[src/rtl/partida_pkg.sv]
// Shared encodings and helpers for the naval-battle round controller:
// state codes, board geometry, cell indexing and ship-cell counting.
package partida_pkg;

    localparam int unsigned NUM_COLUNAS  = 5;
    localparam int unsigned NUM_LINHAS   = 7;
    localparam int unsigned NUM_CELULAS  = 35;
    localparam int unsigned W_COORD      = 3;
    localparam int unsigned W_IDX        = 6;
    localparam int unsigned W_VIDA       = 2;
    localparam int unsigned W_ALVOS      = 6;
    localparam int unsigned W_ESTADO     = 3;
    localparam int unsigned W_TIMER      = 26;

    typedef enum logic [W_ESTADO-1:0] {
        OCIOSO  = 3'd0,
        JOGANDO = 3'd1,
        AVALIA  = 3'd2,
        VITORIA = 3'd3,
        DERROTA = 3'd4
    } estado_t;

    typedef struct packed {
        logic [W_COORD-1:0] coluna;
        logic [W_COORD-1:0] linha;
    } coord_t;

    // Column-major cell index: coluna*7 + linha.
    function automatic logic [W_IDX-1:0] indice_celula(input logic [W_COORD-1:0] coluna,
                                                        input logic [W_COORD-1:0] linha);
        return W_IDX'(W_IDX'(coluna) * W_IDX'(NUM_LINHAS) + W_IDX'(linha));
    endfunction

    function automatic logic [W_ALVOS-1:0] conta_alvos(input logic [NUM_CELULAS-1:0] m);
        logic [W_ALVOS-1:0] soma;
        soma = '0;
        for (int i = 0; i < int'(NUM_CELULAS); i++) begin
            soma = soma + W_ALVOS'(m[i]);
        end
        return soma;
    endfunction

endpackage

[src/rtl/sincronizador_borda.sv]
// Two-flop synchronizer for an asynchronous button level, followed by a
// registered rising-edge detector producing a single-cycle pulse.
module sincronizador_borda (
    input  logic clk_i,
    input  logic rst_i,
    input  logic dado_i,
    output logic pulso_o
);

    logic meta_q;
    logic sinc_q;
    logic ant_q;
    logic pulso_q;

    always_ff @(posedge clk_i or posedge rst_i) begin
        if (rst_i) begin
            meta_q  <= 1'b0;
            sinc_q  <= 1'b0;
            ant_q   <= 1'b0;
            pulso_q <= 1'b0;
        end else begin
            meta_q  <= dado_i;
            sinc_q  <= meta_q;
            ant_q   <= sinc_q;
            pulso_q <= sinc_q & ~ant_q;
        end
    end

    assign pulso_o = pulso_q;

endmodule

[src/rtl/controlador_de_partida.sv]
// Single-clock round controller for the 5x7 naval-battle board.
// Define TIMEOUT_EN to add a per-attack timer that forces a miss on expiry.
module controlador_de_partida
    import partida_pkg::*;
#(
    parameter int unsigned VIDAS_INICIAIS = 3,
    parameter int unsigned TEMPO_LIMITE   = 50_000_000
) (
    input  logic                   clock,
    input  logic                   reset,
    input  logic                   iniciar,
    input  logic                   confirmar,
    input  logic [W_COORD-1:0]     coordColuna,
    input  logic [W_COORD-1:0]     coordLinha,
    input  logic [NUM_CELULAS-1:0] mapa,
    output logic [NUM_CELULAS-1:0] matriz,
    output logic [W_VIDA-1:0]      vida,
    output logic [W_ALVOS-1:0]     alvos_restantes,
    output logic [W_ESTADO-1:0]    estado,
    output logic                   erro_coord,
    output logic                   LED_R,
    output logic                   LED_G,
    output logic                   LED_B
);

    logic inicio_p;
    logic confirma_p;

    sincronizador_borda u_sinc_iniciar (
        .clk_i   (clock),
        .rst_i   (reset),
        .dado_i  (iniciar),
        .pulso_o (inicio_p)
    );

    sincronizador_borda u_sinc_confirmar (
        .clk_i   (clock),
        .rst_i   (reset),
        .dado_i  (confirmar),
        .pulso_o (confirma_p)
    );

    estado_t               estado_q;
    logic [NUM_CELULAS-1:0] mapa_q;
    logic [NUM_CELULAS-1:0] matriz_q;
    logic [W_VIDA-1:0]      vida_q;
    logic [W_ALVOS-1:0]     alvos_q;
    coord_t                 coord_q;
    logic                   erro_q;
    logic                   led_r_q;
    logic                   led_g_q;
    logic                   led_b_q;

    logic                   coord_valida;
    logic [NUM_CELULAS-1:0] mascara;
    logic                   ja_atacada;
    logic                   acerto;
    logic [W_ALVOS-1:0]     alvos_mapa;

    assign coord_valida = (coordColuna < W_COORD'(NUM_COLUNAS)) &&
                          (coordLinha  < W_COORD'(NUM_LINHAS));
    assign mascara      = NUM_CELULAS'(1) << indice_celula(coord_q.coluna, coord_q.linha);
    assign ja_atacada   = |(matriz_q & mascara);
    assign acerto       = |(mapa_q & mascara);
    assign alvos_mapa   = conta_alvos(mapa);

`ifdef TIMEOUT_EN
    logic [W_TIMER-1:0] timer_q;
    logic               expira;
    assign expira = (timer_q == W_TIMER'(TEMPO_LIMITE - 1));
`endif

    always_ff @(posedge clock or posedge reset) begin
        if (reset) begin
            estado_q <= OCIOSO;
            mapa_q   <= '0;
            matriz_q <= '0;
            vida_q   <= '0;
            alvos_q  <= '0;
            coord_q  <= '0;
            erro_q   <= 1'b0;
            led_r_q  <= 1'b0;
            led_g_q  <= 1'b0;
            led_b_q  <= 1'b0;
`ifdef TIMEOUT_EN
            timer_q  <= '0;
`endif
        end else begin
            erro_q <= 1'b0;
            case (estado_q)
                // Idle and end-of-round states all restart on iniciar.
                OCIOSO, VITORIA, DERROTA: begin
                    if (inicio_p) begin
                        mapa_q   <= mapa;
                        alvos_q  <= alvos_mapa;
                        vida_q   <= W_VIDA'(VIDAS_INICIAIS);
                        matriz_q <= '0;
                        led_r_q  <= 1'b0;
                        led_b_q  <= 1'b0;
`ifdef TIMEOUT_EN
                        timer_q  <= '0;
`endif
                        if (alvos_mapa == '0) begin
                            estado_q <= VITORIA;
                            led_g_q  <= 1'b1;
                        end else begin
                            estado_q <= JOGANDO;
                            led_g_q  <= 1'b0;
                        end
                    end
                end

                JOGANDO: begin
                    if (confirma_p) begin
                        if (!coord_valida) begin
                            erro_q <= 1'b1;
                        end else begin
                            coord_q  <= '{coluna: coordColuna, linha: coordLinha};
                            estado_q <= AVALIA;
                        end
                    end
`ifdef TIMEOUT_EN
                    // A confirm in the expiry cycle wins; the timeout is dropped.
                    if (!confirma_p && expira) begin
                        timer_q <= '0;
                        led_r_q <= 1'b1;
                        led_g_q <= 1'b0;
                        led_b_q <= 1'b0;
                        if (vida_q > '0) begin
                            vida_q <= vida_q - W_VIDA'(1);
                            if (vida_q == W_VIDA'(1)) begin
                                estado_q <= DERROTA;
                            end
                        end
                    end else begin
                        timer_q <= timer_q + W_TIMER'(1);
                    end
`endif
                end

                AVALIA: begin
`ifdef TIMEOUT_EN
                    timer_q <= '0;
`endif
                    if (ja_atacada) begin
                        led_r_q  <= 1'b0;
                        led_g_q  <= 1'b0;
                        led_b_q  <= 1'b1;
                        estado_q <= JOGANDO;
                    end else if (acerto) begin
                        matriz_q <= matriz_q | mascara;
                        led_r_q  <= 1'b0;
                        led_g_q  <= 1'b1;
                        led_b_q  <= 1'b0;
                        if (alvos_q > '0) begin
                            alvos_q <= alvos_q - W_ALVOS'(1);
                        end
                        estado_q <= (alvos_q <= W_ALVOS'(1)) ? VITORIA : JOGANDO;
                    end else begin
                        matriz_q <= matriz_q | mascara;
                        led_r_q  <= 1'b1;
                        led_g_q  <= 1'b0;
                        led_b_q  <= 1'b0;
                        if (vida_q > '0) begin
                            vida_q <= vida_q - W_VIDA'(1);
                        end
                        estado_q <= (vida_q <= W_VIDA'(1)) ? DERROTA : JOGANDO;
                    end
                end

                default: estado_q <= OCIOSO;
            endcase
        end
    end

    assign matriz          = matriz_q;
    assign vida            = vida_q;
    assign alvos_restantes = alvos_q;
    assign estado          = estado_q;
    assign erro_coord      = erro_q;
    assign LED_R           = led_r_q;
    assign LED_G           = led_g_q;
    assign LED_B           = led_b_q;

endmodule

[config.mk]
export PLATFORM = sky130hd
export DESIGN_NAME = controlador_de_partida
export DESIGN_NICKNAME = d
export VERILOG_FILES = /design/src/rtl/partida_pkg.sv /design/src/rtl/sincronizador_borda.sv /design/src/rtl/controlador_de_partida.sv
export SDC_FILE = /design/constraint.sdc
export NUM_CORES = 1
export LEC_CHECK = 0
export BUFFER_PORTS_ARGS = -buffer_cell sky130_fd_sc_hd__buf_2
export CAP_MARGIN = 20
export CORE_ASPECT_RATIO = 0.6
export CORE_UTILIZATION = 35
export CTS_BUF_LIST = sky130_fd_sc_hd__clkbuf_8
export CTS_CLUSTER_DIAMETER = 200
export DETAILED_ROUTE_END_ITERATION = 10
export PLACE_DENSITY_LB_ADDON = 0.15
export SLEW_MARGIN = 20
export SYNTH_ARGS = -nofsm -noshare
export SYNTH_HDL_FRONTEND = slang
export SYNTH_HIERARCHICAL = 1
export SYNTH_SLANG_ARGS = --single-unit
[constraint.sdc]
create_clock -name clock -period 8.8 [get_ports clock]
set_input_delay 1.76 -clock clock [delete_from_list [all_inputs] [get_ports clock]]
set_output_delay 1.76 -clock clock [all_outputs]
set_load 0.01 [all_outputs]
==> results.md <==
- Status: completed
- Final net count: 811
- Post-synthesis register bit count: 99
- DR iter-0 viols: 436
- Most used DFF post-synth: dfrtp_1
- WL met2: 6.96 mm
- Final WL: 17.0 mm
- Resize count post-CTS: 0
- Mapped Cells: 637
- Root buf cell: clkbuf_8
- Cell variety after synth: 71
- Die Ht: 104 microns
- Estimated wirelength of the detail-placed design: 12.5 mm
- Initial antenna violation count: 0
- Cell area after synthesis: 0.00606 sq mm
- DRC: 0
- Fmax: 0.154 GHz
- Most frequent CP cell: fa_1
- Largest cells by area after synthesis: dfrtp_1 41%, fa_1 9.9%, nand2_1 5.5%, ha_1 4.3%, inv_1 4.0%
- Inst Count DP: 932
- Highest Signal Layer: met4
- Non-Filler Instances: 948
- Worst path slowest cell: fa_1
- Met3 WL: 1.00 mm
- Synth async-reset ratio: 100%
- Initial Util: 36.6%
- RSZ-0062 raised after global routing: no
- Port Buffers: 94
- DIE AREA: 0.0179 sq mm
- Multi-input logic area: 0.00317 sq mm
- H-tree levels: 3
- Synth area leader: dfrtp_1
- Clk sinks: 99
- Largest stage delay, worst path: 0.61 ns
- Overall routing resource usage: 20.0%
- Layout cells sized above 1: 20.3%
- WL/cell: 17.9 microns
- Synth top area share: 40.9%
- Clk slew on worst S/H paths: 0.09 ns
- Sequential share of the synthesized area: 40.9%
- Setup crit end kind: flip-flop
- First-pass DRT Iterations: 5
- TritonCTS clock tree: built
- Worst hold path type: reg2reg
- Fin. Hold Viols: 0
- Vias: 4,990
- Maximum clock path buffer count: 2
- Setup TNS Final: 0 ns
- Final setup violation count: 0
- Overall die width: 172 microns
- Pin count of the biggest net entering global routing: 59
- # diodes: 0
- Rows: 36
- CTS Hold Bufs: 0
- Vias in the first global route: 4,940
- DR vias/cell: 5.26
- Max-slew violations: 0
- Slew @ Worst Pin: 0.978 ns
- Syn_nets: 733
- I/O Pins: 95
- Post-synth top cells: 99 x dfrtp_1, 89 x nand2_1, 65 x inv_1
- TritonCTS Buffers: 9
- Fill cell count: 1,746
- Clock skew: 0.0142 ns
- YS warnings: 6
- Mean Syn Cell Area: 9.52 sq um
- Total gr overflow: 0
- First-pass GRT wire length: 27.4 mm
- WP data arrival: 6.76 ns
- WP data required: 9.07 ns
- Final period util: 73.8%
- Register area: 0.00248 sq mm
- Most common cell in the synthesized netlist: dfrtp_1
- Wire length on met1: 8.91 mm
- Post-route minimum period: 6.49 ns
- Worst skew pair latency: 0.38 ns
- Setup bufs post-CTS: 0
- EDFF count, synth: 0
- Synth-to-layout area growth: 14.5%
- Max_cap viols: 0
- Max FO, Critical Path: 3
- Crit Path Class: in2reg
- CORE AREA: 0.0166 sq mm
- Crit start category: input pin
- Worst slew margin: 34.7%
- GPL Wtd Cong: 0.887
- CP cell instances: buf_2, fa_1, inv_1, fa_1, fa_1, fa_1, fa_1, fa_1, inv_1, ha_1, nor2b_1, o21a_1, o21a_1, nor2_1, xor2_1, o21ai_0, o21a_1, a211o_1
- DRT antenna net count: 0
[worst max-delay path, delay by kind of cell]
family | cells | cell delay (ns)
fa+ha+maj | 7 | 3.42
simple gates | 2 | 0.33
buf+inv | 3 | 0.20
compound gates | 5 | 0.89
xor+xnor | 1 | 0.16
[final timing paths]
kind	start	to	slack, ns	depth (start not counted)
setup / recovery	mapa[11]	alvos_restantes[4]	2.31	18
hold / removal	u_sinc_iniciar/meta_q	u_sinc_iniciar/sinc_q	0.36	0
setup reg to reg	coord_q[4]	alvos_restantes[1]	3.87	12
hold reg to reg	u_sinc_iniciar/meta_q	u_sinc_iniciar/sinc_q	0.36	0
max in group asynchronous	reset	mapa_q[21]	6.17	3
min in group asynchronous	reset	u_sinc_confirmar/pulso_o	1.27	2
[final cells by class]
cell class | instances | area share [%]
clock buffers | 10 | 1.98
flip-flops and latches | 99 | 35.7
well taps | 228 | 4.11
multi-input cells | 436 | 45.6
repair buffers | 104 | 7.85
inverters | 65 | 3.53
clock inverters | 6 | 1.28
[cell usage in the layout, fill, tap and decap left out, drive strengths merged, types with 3 or more instances in the layout]
cell / instances
buf: 104
dfrtp: 99
nand2: 89
inv: 64
nor2: 54
o21ai: 34
fa: 30
a31oi: 28
ha: 21
nand3: 20
a21oi: 17
mux2: 11
and3: 10
nor3: 10
a41oi: 10
clkbuf: 10
mux2i: 8
nor2b: 7
and2: 6
o21a: 5
nand3b: 5
a211oi: 4
a21o: 3
a221o: 3
nor3b: 3
and4: 3
nand4: 3
nand2b: 3
a32oi: 3
o2bb2ai: 3
nor4: 3
clkinv: 3
[cells by family after synthesis]
kind of cell	Yosys count	share of synthesized area, %
xor+xnor	4	0.702
mux	21	4.11
simple gates	222	17.4
fa+ha+maj	51	14.2
compound gates	138	15.7
flops	99	40.9
buf+inv	102	6.95
[per-layer routing]
layer  global-route usage, %  vias up
met5                       0        -
met2                    27.4      150
met4                    3.73        0
met3                    4.68       11
li1                        -     2343
met1                    31.6     2486
[flip-flops by register name, indices dropped and copies added (netlist names)]
| register | flops |
|---|---|
| erro_coord | 1 |
| coord_q | 6 |
| u_sinc_iniciar/pulso_o | 1 |
| LED_B | 1 |
| u_sinc_iniciar/ant_q | 1 |
| LED_G | 1 |
| estado | 3 |
| mapa_q | 35 |
| u_sinc_iniciar/sinc_q | 1 |
| u_sinc_iniciar/meta_q | 1 |
| u_sinc_confirmar/sinc_q | 1 |
| vida | 2 |
| matriz | 35 |
| alvos_restantes | 6 |
| u_sinc_confirmar/ant_q | 1 |
| LED_R | 1 |
| u_sinc_confirmar/pulso_o | 1 |
| u_sinc_confirmar/meta_q | 1 |
[through the flow]
stage / worst slack [ns] / hold slack, ns / area (sq um) / utilization (%)
floorplan: 2.29 / 0.331 / 6060 / -
global placement: 2.02 / 0.334 / 6720 / 40.5
detailed placement: 1.96 / 0.340 / 6720 / 40.5
CTS: 2.33 / 0.362 / 6950 / 41.9
global route: 2.07 / 0.364 / 6950 / 41.9
finish: 2.31 / 0.361 / 6950 / 41.9
Power is left out: the tool's default activity adds up to more than one toggle a clock period on the data nets, which glitch-free logic cannot reach.
